--- config.mk ---
export PLATFORM = sky130hd
export DESIGN_NAME = fib_sequencer
export DESIGN_NICKNAME = d
export VERILOG_FILES = /design/src/rtl/fib_pkg.sv /design/src/rtl/fib_step_core.sv /design/src/rtl/fib_sequencer.sv
export SDC_FILE = /design/constraint.sdc
export NUM_CORES = 1
export LEC_CHECK = 0
export ABC_CLOCK_PERIOD_IN_PS = 3700
export BUFFER_PORTS_ARGS = -buffer_cell sky130_fd_sc_hd__clkbuf_2
export CORE_AREA = 2 2 128 130
export DETAILED_ROUTE_END_ITERATION = 6
export DIE_AREA = 0 0 130 132
export SLEW_MARGIN = 25
export SYNTH_ARGS = -nofsm -noshare
export SYNTH_HDL_FRONTEND = slang
export SYNTH_SLANG_ARGS = --single-unit
--- constraint.sdc ---
create_clock -name clk -period 3.7 [get_ports clk]
set_input_delay 0.74 -clock clk [delete_from_list [all_inputs] [get_ports clk]]
set_output_delay 0.74 -clock clk [all_outputs]
set_load 0.01 [all_outputs]
--- src/rtl/fib_pkg.sv ---
// Shared types and constants for the Fibonacci sequencer: FSM encoding,
// default sizing and the saturation helpers used for results and statistics.
package fib_pkg;

  typedef enum logic [1:0] {
    IDLE = 2'd0,
    RUN  = 2'd1,
    DONE = 2'd2
  } state_t;

  localparam int DEF_WIDTH = 32;
  localparam int DEF_NREQ  = 4;
  localparam int DEF_IDXW  = 6;
  localparam int MAX_WIDTH = 64;
  localparam int STAT_W    = 16;

  // Largest positive value of a w-bit result: MSB clear, all lower bits set.
  function automatic logic [MAX_WIDTH-1:0] sat_value(input int unsigned w);
    logic [MAX_WIDTH-1:0] all_but_msb;
    all_but_msb = {1'b0, {(MAX_WIDTH-1){1'b1}}};
    return all_but_msb >> (MAX_WIDTH - w);
  endfunction

  function automatic logic [STAT_W-1:0] stat_inc_sat(input logic [STAT_W-1:0] v);
    return (v == {STAT_W{1'b1}}) ? v : v + STAT_W'(1);
  endfunction

endpackage

--- src/rtl/fib_step_core.sv ---
// Shared Fibonacci step datapath: holds the (previous, current) pair,
// restarts it on clear and advances it one term per step.
module fib_step_core
  import fib_pkg::*;
#(
  parameter int WIDTH = DEF_WIDTH
) (
  input  logic             clk,
  input  logic             reset,
  input  logic             clear,
  input  logic             step,
  output logic [WIDTH-1:0] previous,
  output logic             current_msb
);

  logic [WIDTH-1:0] previous_reg;
  logic [WIDTH-1:0] current_reg;

  // Additions wrap modulo 2^WIDTH; the sequencer stops stepping before a wrap matters.
  always_ff @(posedge clk) begin
    if (reset || clear) begin
      previous_reg <= '0;
      current_reg  <= WIDTH'(1);
    end else if (step) begin
      previous_reg <= current_reg;
      current_reg  <= current_reg + previous_reg;
    end
  end

  assign previous    = previous_reg;
  assign current_msb = current_reg[WIDTH-1];

endmodule

--- src/rtl/fib_sequencer.sv ---
// Round-robin front end for the shared Fibonacci datapath: arbitrates NREQ
// requesters, runs one job at a time and returns F(n). FIB_STATS_EN adds counters.
module fib_sequencer
  import fib_pkg::*;
#(
  parameter int WIDTH = DEF_WIDTH,
  parameter int NREQ  = DEF_NREQ,
  parameter int IDXW  = DEF_IDXW
) (
  input  logic                     clk,
  input  logic                     reset,
  input  logic [NREQ-1:0]          req_valid,
  input  logic [NREQ*IDXW-1:0]     req_index,
  output logic [NREQ-1:0]          req_ready,
  output logic                     resp_valid,
  input  logic                     resp_ready,
  output logic [WIDTH-1:0]         resp_value,
  output logic [$clog2(NREQ)-1:0]  resp_id,
  output logic                     resp_overflow
`ifdef FIB_STATS_EN
  ,
  output logic [STAT_W-1:0]        stat_done,
  output logic [STAT_W-1:0]        stat_ovf
`endif
);

  localparam int IDW = $clog2(NREQ);
  localparam logic [WIDTH-1:0] SAT_RESULT = WIDTH'(sat_value(WIDTH));

  state_t           state_reg;
  logic [IDW-1:0]   ptr_reg;
  logic [IDXW-1:0]  count_reg;

  logic [IDXW-1:0]  idx_slot   [NREQ];
  logic [IDW-1:0]   cand_idx   [NREQ];
  logic [NREQ-1:0]  cand_valid;

  logic             grant_found;
  logic [IDW-1:0]   grant_idx;
  logic [NREQ-1:0]  grant_onehot;
  logic [IDW-1:0]   ptr_next;
  logic             accept;

  logic             dp_clear;
  logic             dp_step;
  logic [WIDTH-1:0] dp_previous;
  logic             dp_current_msb;

  // Candidate gi is the requester gi positions after the pointer, wrapping at NREQ.
  genvar gi;
  generate
    for (gi = 0; gi < NREQ; gi++) begin : g_slot
      logic [IDW:0] rot_sum;
      assign idx_slot[gi]   = req_index[gi*IDXW +: IDXW];
      assign rot_sum        = {1'b0, ptr_reg} + (IDW+1)'(gi);
      assign cand_idx[gi]   = (rot_sum >= (IDW+1)'(NREQ)) ?
                              IDW'(rot_sum - (IDW+1)'(NREQ)) : rot_sum[IDW-1:0];
      assign cand_valid[gi] = req_valid[cand_idx[gi]];
    end
  endgenerate

  always_comb begin
    grant_found = 1'b0;
    grant_idx   = '0;
    for (int k = NREQ - 1; k >= 0; k--) begin
      if (cand_valid[k]) begin
        grant_found = 1'b1;
        grant_idx   = cand_idx[k];
      end
    end
  end

  always_comb begin
    grant_onehot = '0;
    if (state_reg == IDLE && !reset && grant_found) begin
      grant_onehot[grant_idx] = 1'b1;
    end
  end

  assign req_ready = grant_onehot;
  assign accept    = |grant_onehot;
  assign ptr_next  = (grant_idx == IDW'(NREQ - 1)) ? '0 : grant_idx + IDW'(1);

  assign dp_clear   = accept;
  assign dp_step    = (state_reg == RUN) && (count_reg != '0) && !dp_current_msb;
  assign resp_valid = (state_reg == DONE);

  fib_step_core #(
    .WIDTH (WIDTH)
  ) u_core (
    .clk         (clk),
    .reset       (reset),
    .clear       (dp_clear),
    .step        (dp_step),
    .previous    (dp_previous),
    .current_msb (dp_current_msb)
  );

  always_ff @(posedge clk) begin
    if (reset) begin
      state_reg     <= IDLE;
      ptr_reg       <= '0;
      count_reg     <= '0;
      resp_value    <= '0;
      resp_id       <= '0;
      resp_overflow <= 1'b0;
    end else begin
      case (state_reg)
        IDLE: begin
          if (accept) begin
            count_reg <= idx_slot[grant_idx];
            resp_id   <= grant_idx;
            ptr_reg   <= ptr_next;
            state_reg <= RUN;
          end
        end
        RUN: begin
          if (count_reg == '0) begin
            resp_value    <= dp_previous;
            resp_overflow <= 1'b0;
            state_reg     <= DONE;
          end else if (dp_current_msb) begin
            // A term with the MSB set is already too big, so F(n) can only be larger.
            resp_value    <= SAT_RESULT;
            resp_overflow <= 1'b1;
            state_reg     <= DONE;
          end else begin
            count_reg <= count_reg - IDXW'(1);
          end
        end
        DONE: begin
          if (resp_ready) begin
            state_reg <= IDLE;
          end
        end
        default: state_reg <= IDLE;
      endcase
    end
  end

`ifdef FIB_STATS_EN
  logic [STAT_W-1:0] stat_done_reg;
  logic [STAT_W-1:0] stat_ovf_reg;

  always_ff @(posedge clk) begin
    if (reset) begin
      stat_done_reg <= '0;
      stat_ovf_reg  <= '0;
    end else if (resp_valid && resp_ready) begin
      stat_done_reg <= stat_inc_sat(stat_done_reg);
      if (resp_overflow) begin
        stat_ovf_reg <= stat_inc_sat(stat_ovf_reg);
      end
    end
  end

  assign stat_done = stat_done_reg;
  assign stat_ovf  = stat_ovf_reg;
`endif

endmodule
After elaboration in Yosys (flattened, before gate mapping) --
Cells that the tools add are included.
Operators by class: add/subtract/negate cells 10, multipliers 0, divide/modulo/power cells 0, order comparisons 11, equal/unequal tests 8, shift operators 0, multiplexer cells 40, bitwise logic cells 1, reduce and logical (&&, ||, !) cells 18
Operators with widths (number):
- $mux 32 | 2
- $add 32x32->32 | 1
- $mux 6 | 5
- $mux 2 | 13
- $lt 2x3->1 const B | 5
- $bmux 6 s2 | 1
- $ge 3x3->1 const B | 4
- $pmux 6 s2 | 1
- $mux 1 | 11
- $bmux 1 s2 | 4
- $sub 2x1->2 const B | 4
- $add 2x2->3 const B | 2
- $logic_not 6->1 | 1
- $pmux 2 s3 | 1
- $reduce_bool 6->1 | 1
- $sub 6x1->6 const B | 1
- $logic_and 1x1->1 | 5
- $eq 2x2->1 const B | 2
- $mux 4 | 1
- $ne 2x1->1 const B | 2
- $ne 2x2->1 const B | 2
- $reduce_and 2->1 | 2
- $reduce_and 4->1 | 1
- $reduce_bool 2->1 | 2
- other kinds (13) | 14
Storage, ports and cells: register bits 109, bits in latches 0, RAM bits 0, ROM bits 0, output and inout port bits 40, word-level logic and storage cells 96, memories 0

Depth between registers and ports, before layout --
Gate-level depths: netlist (run 1).
word-level depth 17, mapped depth 15, mapped depth without buffers 11

Modules after synthesis --
From an unflattened synthesis (run 1), not the netlist that was laid out.
Unflattened totals: cell total of the unflattened synthesis 682, area total of the unflattened synthesis 6190.9 µm²
By module, submodules not included:
- fib_step_core | times used 1, cells an instance 473, area each 4078.9 µm², seq. area each 1281.2 µm²
- fib_sequencer | times used 1, cells an instance 209, area each 2112.0 µm², seq. area each 900.9 µm²

Least setup slack after synthesis (run 1) --
OpenSTA, ideal clock, no wires.
kind input -> register, start point input req_valid[0], end point register u_core.current_reg[16], data arrival time 3257 ps, data required time 3638 ps, path slack 381 ps, stages 13, path through nor2b_1 > a21oi_1 > o22ai_1 > a21oi_1 > clkbuf_1 > inv_1 > ha_1 > o31a_1 > buf_6 > or2_1 > buf_2 > or4_1 > nand3_1
On the way: word-level cells in the longest chain between the ends 13, elaborated cells on any way between the ends 25, those cells by class 2 x order compare; 19 x mux; 4 x reduce/logical
Ends and longest elaborated chain:
- from (decl) | line fib_sequencer.sv:12 | input logic [NREQ-1:0] req_valid,
- $bmux 1 s2 | line fib_sequencer.sv:58 | assign cand_valid[gi] = req_valid[cand_idx[gi]];
- $mux 1 (implied by the code) | line fib_sequencer.sv:58
- $mux 2 (4 in a row) | line fib_sequencer.sv:66 | if (cand_valid[k]) begin
- $lt 2x3->1 (implied by the code) or $ge 2x1->1 (tied branches) | line fib_sequencer.sv:76 | grant_onehot[grant_idx] = 1'b1;
- $logic_and 1x1->1 (implied by the code) | line fib_sequencer.sv:76
- $mux 1 (implied by the code) | line fib_sequencer.sv:76
- $demux 1 s2 | line fib_sequencer.sv:76
- $mux 4 * | line fib_sequencer.sv:75 | if (state_reg == IDLE && !reset && grant_found) begin
- $reduce_or 4->1 * | line fib_sequencer.sv:81 | assign accept = |grant_onehot;
- $logic_or 1x1->1 * | line fib_step_core.sv:21 | if (reset || clear) begin
- to (signal assigned) | line fib_step_core.sv:26 | current_reg <= current_reg + previous_reg;
- to (decl) | line fib_step_core.sv:17 | logic [WIDTH-1:0] current_reg;
Mark *: on every way between the ends. The rest lies on a longest branch, timed or not. The select of a mux whose other input is x is not followed. A chain may end at the register's enable or synchronous reset.

Worst setup path after layout (run 1) --
start point input req_valid[0], end point register u_core.current_reg[11]
Same word-level chain as after synthesis.

==> results of run 1 <==
==> where the power goes <==
part	leakage (nW)	switching (mW)	internal (mW)
registers	0.882	0.0788	1.30
logic	1.82	0.608	0.316
clock network	0.163	0.431	0.628
==> synthesized netlist by cell type, drive strengths merged (3+ instances only) <==
master	number	area, µm²
a21oi	88	440
a211oi	13	97.6
ha	35	438
o31ai	3	22.5
o21a	3	22.5
mux2i	13	130
nand3	21	105
xor2	7	61.3
and3	11	68.8
o21ai	28	140
and4	5	43.8
nand2b	7	43.8
o22ai	3	25.0
or2	3	18.8
nor2b	3	18.8
nor2	94	353
o211ai	4	30.0
and2	7	43.8
a31oi	11	68.8
nor3	45	225
clkbuf	28	105
nand2	129	484
a21o	11	82.6
nor4	4	25.0
buf	13	68.8
nand4	7	43.8
inv	12	45.0
xnor2	13	114
dfxtp	109	2180
==> layout make-up <==
cell class	instances	area (µm²)
Clock buffer	12	256
Clock inverter	4	70.1
Fill cell	1638	8970
Inverter	13	48.8
Multi-Input combinational cell	602	3460
Sequential cell	109	2180
Tap cell	216	270
Timing Repair Buffer	83	448
==> placed cells by master, fill, tap and decap left out, types with 12 or more instances in the layout <==
cell        n
xnor2_1    13
ha_1       35
nor2_1     93
a211oi_1   13
clkbuf_2   70
o21ai_0    28
mux2i_1    13
nand2_1   128
a21oi_1    88
buf_4      13
nor3_1     44
nand3_1    21
dfxtp_1   109
inv_1      12
==> layer usage <==
layer | up-vias | global-route usage [%] | wire (µm)
met5 | - | 0 | 0
met4 | 0 | 4.66 | 170
met3 | 12 | 3.13 | 395
met2 | 71 | 27.3 | 6380
met1 | 2446 | 22.6 | 6850
li1 | 2809 | - | -
==> stage by stage <==
step	area [µm²]	power, mW	cells	util (%)	hold WS (ps)
5_1_grt	6740	3.58	1039	42.9	496
3_5_place_dp	6410	2.34	1023	40.8	466
2_1_floorplan	5860	2.05	765	-	445
3_3_place_gp	6410	2.33	1023	40.8	461
4_1_cts	6740	3.41	1039	42.9	477
6_report	6740	3.36	1039	42.9	475
==> logic make-up after synthesis <==
logic type	Yosys count
XOR/XNOR	20
buffers and inverters	54
adder cells (fa/ha/maj)	36
flip-flops	109
AO/OA/AOI/OAI	186
multiplexers	15
AND/OR/NAND/NOR	345
==> worst register-to-register path: cells and delay by family, from the launching register on <==
| kind | cells | cell delay [ps] |
|---|---|---|
| AO/OA/AOI/OAI | 4 | 680 |
| flip-flops | 1 | 410 |
| buffers and inverters | 2 | 600 |
| adder cells (fa/ha/maj) | 1 | 300 |
| AND/OR/NAND/NOR | 3 | 870 |
| multiplexers | 1 | 120 |
==> worst max-delay path by stage <==
stage	startpoint	to	slack (ps)	depth (start not counted)
CTS	req_valid[0]	u_core.current_reg[11]	570	13
finish	req_valid[0]	u_core.current_reg[11]	560	13
detailed placement	req_valid[0]	u_core.current_reg[11]	250	13
floorplan	req_valid[0]	u_core.current_reg[16]	380	13
global route	req_valid[0]	u_core.current_reg[11]	350	13
global placement	req_valid[0]	u_core.current_reg[11]	360	13
==> metrics.md, run 1 <==
| Metric | Value |
|---|---|
| Largest family of logic cells by synthesized area | `simple AND/OR/NAND/NOR gates` |
| Critical path cell sequence | `clkbuf_2, nor2b_1, a21oi_1, o22ai_1, a21oi_1, inv_1, ha_1, o31a_1, or2_2, buf_4, nor4_1, mux2i_1, nand3_1` |
| Vias/cell | `5.14` |
| CTS tree | `yes` |
| Clock root cell | `clkbuf_16` |
| Yosys cell types | `59` |
| Synth Area in XOR/XNOR | `2.99%` |
| Synth warn | `0` |
| Via count of the first global-routing pass | `5002` |
| Antenna viol nets, final | `0` |
| DR vias | `5338` |
| # setup viols final | `0` |
| Port bufs | `70` |
| Slowest cell on the critical path | `or2_2` |
| DRC Markers | `0` |
| Commonest register cell after synthesis | `dfxtp_1` |
| CTS Buffer Depth | `2` |
| EDFF count, synth | `0` |
| Peak VDD IR | `0.231 mV` |
| FF-to-FF setup slack | `680 ps` |
| Cts hold-fix bufs | `0` |
| Pins over their slew limit | `0` |
| MaxCap Viol Count | `0` |
| CP Buf/Inv Count | `3` |
| Setup tns final | `0 ps` |
| Worst-margin pin slew | `734 ps` |
| Skew final | `9.16 ps` |
| Worst r2r path cells | `11` |
| Top cell by count, worst path | `a21oi_1` |
| Core ar. | `15700 µm²` |
| CTS Sinks | `109` |
| Worst hold endpoint | `u_core.previous[15]` |
| Synthesized-area fraction occupied by adder cells | `7.82%` |
| Worst-skew pair later-pin latency | `360 ps` |
| Initial Util | `37.3%` |
| Die Ht | `132 µm` |
| Crit path arrival time | `3450 ps` |
| Global-route wire length before repair | `23900 µm` |
| Post-layout min period | `3140 ps` |
| Chip width | `130 µm` |
| Outcome | `complete, no violations` |
| Layout cells sized above 1 | `13.1%` |
| Post-Syn Nets | `832` |
| Gr usage total | `16.8%` |
| Sequential-to-total area share from yosys stat | `37.3%` |
| Mapped Cells | `765` |
| CTS Buf Count | `9` |
| FFs w/ async S/R, synth | `0%` |
| Largest net degree at the start of global routing | `63` |
| Overflow after GRT | `0` |
| Final period util | `85.0%` |
| Antenna diode count | `0` |
| Pwr dens | `498 nW/µm²` |
| Post-CTS resize count | `0` |
| Avg Cell Area, Syn | `7.66 µm²` |
| Pre-Repair DR Iteration Count | `5` |
| Die area | `17200 µm²` |
| Setup Buffers After CTS | `0` |
| RR Endpoint | `u_core.current_reg[11]` |
| Simple-Gate Fraction of Synth Area | `26.4%` |
| Family with the most delay on the worst path | `simple AND/OR/NAND/NOR gates` |
| P_leak | `2.86 nW` |
| Wire per inst | `13.3 µm` |
| Setup crit end kind | `flop` |
| Achievable frequency | `0.318 GHz` |
| Pre-CTS setup slack | `254 ps` |
| Synthesized flop and latch total | `109` |
| Crit Path Max Fanout | `30` |
| Clock-pin slew on the worst setup and hold paths | `70 ps` |
| Drt total wl | `13800 µm` |
| Final hold vios | `0` |
| Layout area overhead | `15.0%` |
| IO Count | `71` |
| GP Congestion | `0.827` |
| H-tree Lvls | `3` |
| Final setup margin | `556 ps` |
| Hold_sp | `u_core.current_reg[15]` |
| # rows | `46` |
| Slew margin rel. | `51.0%` |
| Mux cell area share after synthesis | `2.61%` |
| RSZ-0062 raised after global routing | `false` |
| Largest stage delay, worst path | `530 ps` |
| Initial DRC Count | `343` |
| Final #Nets | `885` |
| FF-to-FF Start | `ptr_reg[1]` |
| Worst hold stages | `2` |
| Worst Hold Class | `flop to flop` |
| Post-Syn Area | `5860 µm²` |
| Startpoint types | `input pin` |
| Post-synthesis compound-gate area fraction | `19.1%` |
| Critical Path RT | `4000 ps` |
| Worst setup path class | `input pin to flop` |
| Post-DP HPWL | `9730 µm` |
| Initial antenna violation count | `0` |
(Power assumes the default switching activity.)
==> run 2, diff against run 1 <==
--- a/config.mk
+++ b/config.mk
@@ -5,7 +5,7 @@
 export SDC_FILE = /design/constraint.sdc
 export NUM_CORES = 1
 export LEC_CHECK = 0
-export ABC_CLOCK_PERIOD_IN_PS = 3700
+export ABC_CLOCK_PERIOD_IN_PS = 2800
 export BUFFER_PORTS_ARGS = -buffer_cell sky130_fd_sc_hd__clkbuf_2
 export CORE_AREA = 2 2 128 130
 export DETAILED_ROUTE_END_ITERATION = 6
==> constraint.sdc (replaced) <==
create_clock -name clk -period 2.8 [get_ports clk]
set_input_delay 0.56 -clock clk [delete_from_list [all_inputs] [get_ports clk]]
set_output_delay 0.56 -clock clk [all_outputs]
set_load 0.01 [all_outputs]
==> run 2 against run 1 <==
Net effect: worst hold slack lost 4.8 ps; worst setup slack worse by 340 ps; combinational power is 39% higher; largest cell class unchanged; critical endpoint is now u_core.current_reg[30]; wire length up 2.2%; critical path depth is 3 lower; first-iteration DRC count grew 5.2%; largest power group unchanged; cell count up 1.3%; sequential share of layout area down 0.64 points; register-to-register slack lost 460 ps; via count grew 0.84%; core utilization rose by 0.86 points.
==> metrics.md, run 2 (same netlist as run 1, synthesis figures left out) <==
| Metric | Value |
|---|---|
| Worst-margin pin slew | `684 ps (was 734 ps)` |
| Initial antenna violation count | `0 (unchanged)` |
| MaxCap Viol Count | `0 (unchanged)` |
| Crit path arrival time | `2830 ps (was 3450 ps)` |
| Antenna diode count | `0 (unchanged)` |
| Final setup margin | `219 ps (was 556 ps)` |
| Core ar. | `15700 µm² (unchanged)` |
| Peak VDD IR | `0.295 mV (was 0.231 mV)` |
| Worst Hold Class | `flop to flop (unchanged)` |
| CTS tree | `yes (unchanged)` |
| CTS Buf Count | `9 (unchanged)` |
| Via count of the first global-routing pass | `4990 (was 5002)` |
| # setup viols final | `0 (unchanged)` |
| IO Count | `71 (unchanged)` |
| Clock-pin slew on the worst setup and hold paths | `70 ps (about the same)` |
| Post-CTS resize count | `0 (unchanged)` |
| Port bufs | `70 (unchanged)` |
| Worst setup path class | `flop to flop (was input pin to flop)` |
| Chip width | `130 µm (unchanged)` |
| Cts hold-fix bufs | `0 (unchanged)` |
| Pre-CTS setup slack | `-121 ps (was 254 ps)` |
| Most common cell after layout, fill and taps aside | `nand2_1 (unchanged)` |
| Drt total wl | `14100 µm (was 13800 µm)` |
| Global-route wire length before repair | `23700 µm (was 23900 µm)` |
| Worst-skew pair later-pin latency | `360 ps (about the same)` |
| Overflow after GRT | `0 (unchanged)` |
| Critical Path RT | `3050 ps (was 4000 ps)` |
| Pre-Repair DR Iteration Count | `4 (was 5)` |
| GP Congestion | `0.823 (was 0.827)` |
| Post-layout min period | `2580 ps` |
| Setup crit end kind | `flop (unchanged)` |
| Final #Nets | `899 (was 885)` |
| Skew final | `7.84 ps (was 9.16 ps)` |
| Final period util | `92.2%` |
| Final instance area | `6870 µm² (was 6740 µm²)` |
| Final hold vios | `0 (unchanged)` |
| Startpoint types | `flop (was input pin)` |
| FF-to-FF Start | `u_core.previous[0] (was ptr_reg[1])` |
| DRC Markers | `0 (unchanged)` |
| Hold_sp | `u_core.current_reg[20] (was u_core.current_reg[15])` |
| H-tree Lvls | `3 (unchanged)` |
| Achievable frequency | `0.387 GHz` |
| Outcome | `complete, no violations (unchanged)` |
| Setup Buffers After CTS | `0 (unchanged)` |
| Layout area overhead | `17.3% (was 15.0%)` |
| # rows | `46 (unchanged)` |
| Clock root cell | `clkbuf_16 (unchanged)` |
| Initial DRC Count | `361 (was 343)` |
| Vias/cell | `5.11 (was 5.14)` |
| Die Ht | `132 µm (unchanged)` |
| Slew margin rel. | `54.0% (was 51.0%)` |
| Pins over their slew limit | `0 (unchanged)` |
| Most frequent cells in the layout | `nand2_1 (128), dfxtp_1 (109), nor2_1 (93), a21oi_1 (87), clkbuf_2 (70) (was nand2_1 (128), dfxtp_1 (109), nor2_1 (93), a21oi_1 (88), clkbuf_2 (70))` |
| Layout cells sized above 1 | `14.9% (was 13.1%)` |
| Die area | `17200 µm² (unchanged)` |
| Largest net degree at the start of global routing | `63 (unchanged)` |
| Crit path from | `u_core.previous[0] (was req_valid[0])` |
| P_leak | `2.92 nW (was 2.86 nW)` |
| Post-DP HPWL | `10100 µm (was 9730 µm)` |
| Pwr dens | `647 nW/µm² (was 498 nW/µm²)` |
| Crit Path Max Fanout | `5 (was 30)` |
| Gr usage total | `16.7% (was 16.8%)` |
| CTS Sinks | `109 (unchanged)` |
| Antenna viol nets, final | `0 (unchanged)` |
| Wire per inst | `13.4 µm (was 13.3 µm)` |
| Placed Area | `6560 µm² (was 6410 µm²)` |
| CTS Buffer Depth | `2 (unchanged)` |
| DR vias | `5383 (was 5338)` |
| Initial Util | `37.3% (unchanged)` |
| RSZ-0062 raised after global routing | `false (unchanged)` |
| Power Total | `4.45 mW (was 3.36 mW)` |
-- run 2: cell types whose count changed in the layout (fill, tap and decap cells not counted), sizes merged --
cell | previous run | this run
buf | 13 | 27
clkinv | 3 | 2
clkinvlp | 0 | 1
-- run 2: critical path, cell delays in order, from the launching register on --
cell     delay [ps]
dfxtp_1         330
ha_1            230
fa_1            400
a21o_1          210
a31oi_2         220
o211a_1         240
nor2_1          100
a31oi_1         170
buf_4           160
o21ai_0         140
a211o_1         280
-- run 2: metrics by stage --
step / util (%) / TNS (ps) / hold slack, ps / cells
detailed placement: 41.7 / -282 / 465 / 1037
floorplan: - / -24.3 / 445 / 765
CTS: 43.7 / 0 / 474 / 1053
global route: 43.7 / 0 / 492 / 1053
finish: 43.7 / 0 / 470 / 1053
global placement: 41.7 / -52.2 / 456 / 1037
-- run 2: final cells by class --
class                   instances  area (µm²)
fillers                      1609        8840
multi-input cells             602        3480
flip-flops and latches        109        2180
repair buffers                 97         578
well taps                     216         270
clock buffers                  12         236
clock inverters                 4        72.6
inverters                      13        48.8
-- run 2: layer usage --
layer | GRT usage (%) | share of wire [%] | vias up
li1 | - | - | 2823
met1 | 22.9 | 51 | 2459
met2 | 26.3 | 44 | 87
met3 | 3.65 | 3.8 | 14
met4 | 5.26 | 1.5 | 0
met5 | 0 | 0 | -
-- run 2: power by group --
| part | internal (mW) | switching (mW) | leakage [nW] |
|---|---|---|---|
| Combinational | 0.472 | 0.816 | 1.90 |
| Clock | 0.784 | 0.561 | 0.147 |
| Sequential | 1.71 | 0.105 | 0.882 |
-- run 2: path summary, 6_finish.rpt --
| path | end | slack (ps) | depth (start not counted) |
|---|---|---|---|
| max | u_core.current_reg[30] | 220 | 10 |
| min | u_core.previous[20] | 470 | 2 |
| max reg2reg | u_core.current_reg[30] | 220 | 10 |
| min reg2reg | u_core.previous[20] | 470 | 2 |
==> run 3, diff against run 2 <==
--- a/config.mk
+++ b/config.mk
@@ -7,9 +7,10 @@
 export LEC_CHECK = 0
 export ABC_CLOCK_PERIOD_IN_PS = 2800
 export BUFFER_PORTS_ARGS = -buffer_cell sky130_fd_sc_hd__clkbuf_2
-export CORE_AREA = 2 2 128 130
+export CORE_AREA = 2 2 112 114
 export DETAILED_ROUTE_END_ITERATION = 6
-export DIE_AREA = 0 0 130 132
+export DIE_AREA = 0 0 114 116
+export PLACE_DENSITY = 0.72
 export SLEW_MARGIN = 25
 export SYNTH_ARGS = -nofsm -noshare
 export SYNTH_HDL_FRONTEND = slang
==> run 3 against run 2 <==
Net effect: die area decreased by 23%; clock power decreased by 3%; worst hold slack improved by 3.8 ps; maximum frequency decreased by 0.95%; via count increased by 3.4%; register-to-register slack got worse by 20 ps; highest routed layer unchanged.
==> metrics.md, run 3 (same netlist as run 1, synthesis figures left out) <==
| Metric | Value |
|---|---|
| Crit Path Max Fanout | `5 (unchanged)` |
| FF-to-FF setup slack | `190 ps (was 220 ps)` |
| GP Congestion | `0.900 (was 0.823)` |
| Slowest cell on the critical path | `fa_1 (unchanged)` |
| Peak VDD IR | `0.304 mV (was 0.295 mV)` |
| Initial DRC Count | `272 (was 361)` |
| P_int | `2.90 mW (was 2.97 mW)` |
| Sw frac | `34.2% (was 33.3%)` |
| Antenna diode count | `0 (unchanged)` |
| Post-layout min period | `2610 ps (was 2580 ps)` |
| Largest stage delay, worst path | `410 ps (was 400 ps)` |
| Final period util | `93.1% (was 92.2%)` |
| Clock share of power | `29.5% (was 30.2%)` |
| Die area | `13200 µm² (was 17200 µm²)` |
| Initial Util | `49.2% (was 37.3%)` |
| Pwr dens | `653 nW/µm² (was 647 nW/µm²)` |
| P_leak | `2.89 nW (was 2.92 nW)` |
| Worst Hold Class | `flop to flop (unchanged)` |
| DR vias | `5566 (was 5383)` |
| Layout cells sized above 1 | `14.5% (was 14.9%)` |
| Drt total wl | `13900 µm (was 14100 µm)` |
| Clock-pin slew on the worst setup and hold paths | `70 ps (about the same)` |
| MaxCap Viol Count | `0 (unchanged)` |
| Setup crit end kind | `flop (unchanged)` |
| Final core area utilization | `56.6% (was 43.7%)` |
| H-tree Lvls | `3 (unchanged)` |
| Pre-Repair DR Iteration Count | `5 (was 4)` |
| Clock root cell | `clkbuf_16 (unchanged)` |
| Critical Path RT | `3050 ps (about the same)` |
| Antenna viol nets, final | `0 (unchanged)` |
| Setup tns final | `0 ps (unchanged)` |
| Final #Nets | `894 (was 899)` |
| Chip width | `114 µm (was 130 µm)` |
| CTS tree | `yes (unchanged)` |
| Initial antenna violation count | `0 (unchanged)` |
| Worst-margin pin slew | `706 ps (was 684 ps)` |
| Pins over their slew limit | `0 (unchanged)` |
| Via count of the first global-routing pass | `5364 (was 4990)` |
| Most common cell after layout, fill and taps aside | `nand2_1 (unchanged)` |
| Core ar. | `11900 µm² (was 15700 µm²)` |
| Outcome | `complete, no violations (unchanged)` |
| Overflow after GRT | `0 (unchanged)` |
| Startpoint types | `flop (unchanged)` |
| Die Ht | `116 µm (was 132 µm)` |
| Crit path arrival time | `2860 ps (was 2830 ps)` |
| CTS Buffer Depth | `2 (unchanged)` |
| Largest net degree at the start of global routing | `63 (unchanged)` |
| Worst-skew pair later-pin latency | `360 ps (about the same)` |
| Comb pwr share | `29.2% (was 29.0%)` |
| Slew margin rel. | `52.5% (was 54.0%)` |
| # setup viols final | `0 (unchanged)` |
| DRC Markers | `0 (unchanged)` |
| RSZ-0062 raised after global routing | `false (unchanged)` |
| Layout area overhead | `15.1% (was 17.3%)` |
| Final hold vios | `0 (unchanged)` |
| Global-route wire length before repair | `24000 µm (was 23700 µm)` |
| Pre-CTS setup slack | `-142 ps (was -121 ps)` |
| Fillers | `1132 (was 1609)` |
| Critical path cell sequence | `ha_1, fa_1, a21o_1, a31oi_2, o211a_1, nor2_1, a31oi_1, buf_4, o21ai_0, a211o_1 (unchanged)` |
| Port bufs | `70 (unchanged)` |
| Achievable frequency | `0.384 GHz (was 0.387 GHz)` |
| Wire per inst | `14.2 µm (was 13.4 µm)` |
| Post-DP HPWL | `9930 µm (was 10100 µm)` |
| IO Count | `71 (unchanged)` |
| Skew final | `9.61 ps (was 7.84 ps)` |
| CTS Buf Count | `9 (unchanged)` |
| Psw | `1.50 mW (was 1.48 mW)` |
| Final setup margin | `195 ps (was 219 ps)` |
| Vias/cell | `5.69 (was 5.11)` |
| Most frequent cells in the layout | `nand2_1 (128), dfxtp_1 (109), nor2_1 (93), a21oi_1 (87), clkbuf_2 (70) (unchanged)` |
| Gr usage total | `22.1% (was 16.7%)` |
| CTS Sinks | `109 (unchanged)` |
| Register share of total power | `41.3% (was 40.8%)` |
| # rows | `40 (was 46)` |
| Worst setup path class | `flop to flop (unchanged)` |
[run 3: area by class of cell]
type,instances,area (µm²),share of cell area (%)
Clock buffer,12,246,3.66
Clock inverter,4,56.3,0.835
Sequential cell,109,2180,32.4
Multi-Input combinational cell,602,3480,51.7
Tap cell,147,184,2.73
Timing Repair Buffer,92,541,8.02
Inverter,13,48.8,0.724
[run 3: final timing paths]
kind	from	end	depth (start not counted)
worst min-delay path	u_core.current_reg[15]	u_core.previous[15]	2
worst max-delay path	u_core.previous[0]	u_core.current_reg[30]	10
worst max register to register	u_core.previous[0]	u_core.current_reg[30]	10
worst min register to register	u_core.current_reg[15]	u_core.previous[15]	2
[run 3: timing repair]
action,CTS,global route
gates resized for setup,0,2
hold buffers,0,0
buffers inserted,0,0
endpoints found under the setup margin,0,2
[run 3: worst max-delay path: cells and delay by family (launching register included)]
| family | cells | cell delay, ps |
|---|---|---|
| compound gates | 6 | 1260 |
| simple gates | 1 | 100 |
| buf+inv | 1 | 170 |
| flops | 1 | 320 |
| fa+ha+maj | 2 | 640 |
[run 3: metal layers]
metal	global-route usage [%]	up-vias	share of wire [%]
li1	-	2820	-
met1	27.3	2639	46
met2	38.7	90	49
met3	3.40	17	3.2
met4	8.86	0	1.7
met5	0	-	0
[run 3: metrics by stage]
step                hold WS (ps)  power, mW  area (µm²)  std cells
floorplan                    445       2.72        5890        765
global placement             456       3.08        6430        963
detailed placement           468       3.13        6430        963
CTS                          475       4.43        6730        979
global route                 497       4.67        6740        979
finish                       474       4.40        6740        979
[run 3: power groups by stage]
stage                     combinational [mW]  clock, mW  sequential [mW]
after floorplan                        0.837          0             1.89
after global placement                  1.24          0             1.84
after detailed placement                1.28          0             1.85
after CTS                               1.29       1.33             1.82
after global routing                    1.44       1.39             1.84
final                                   1.28       1.30             1.82
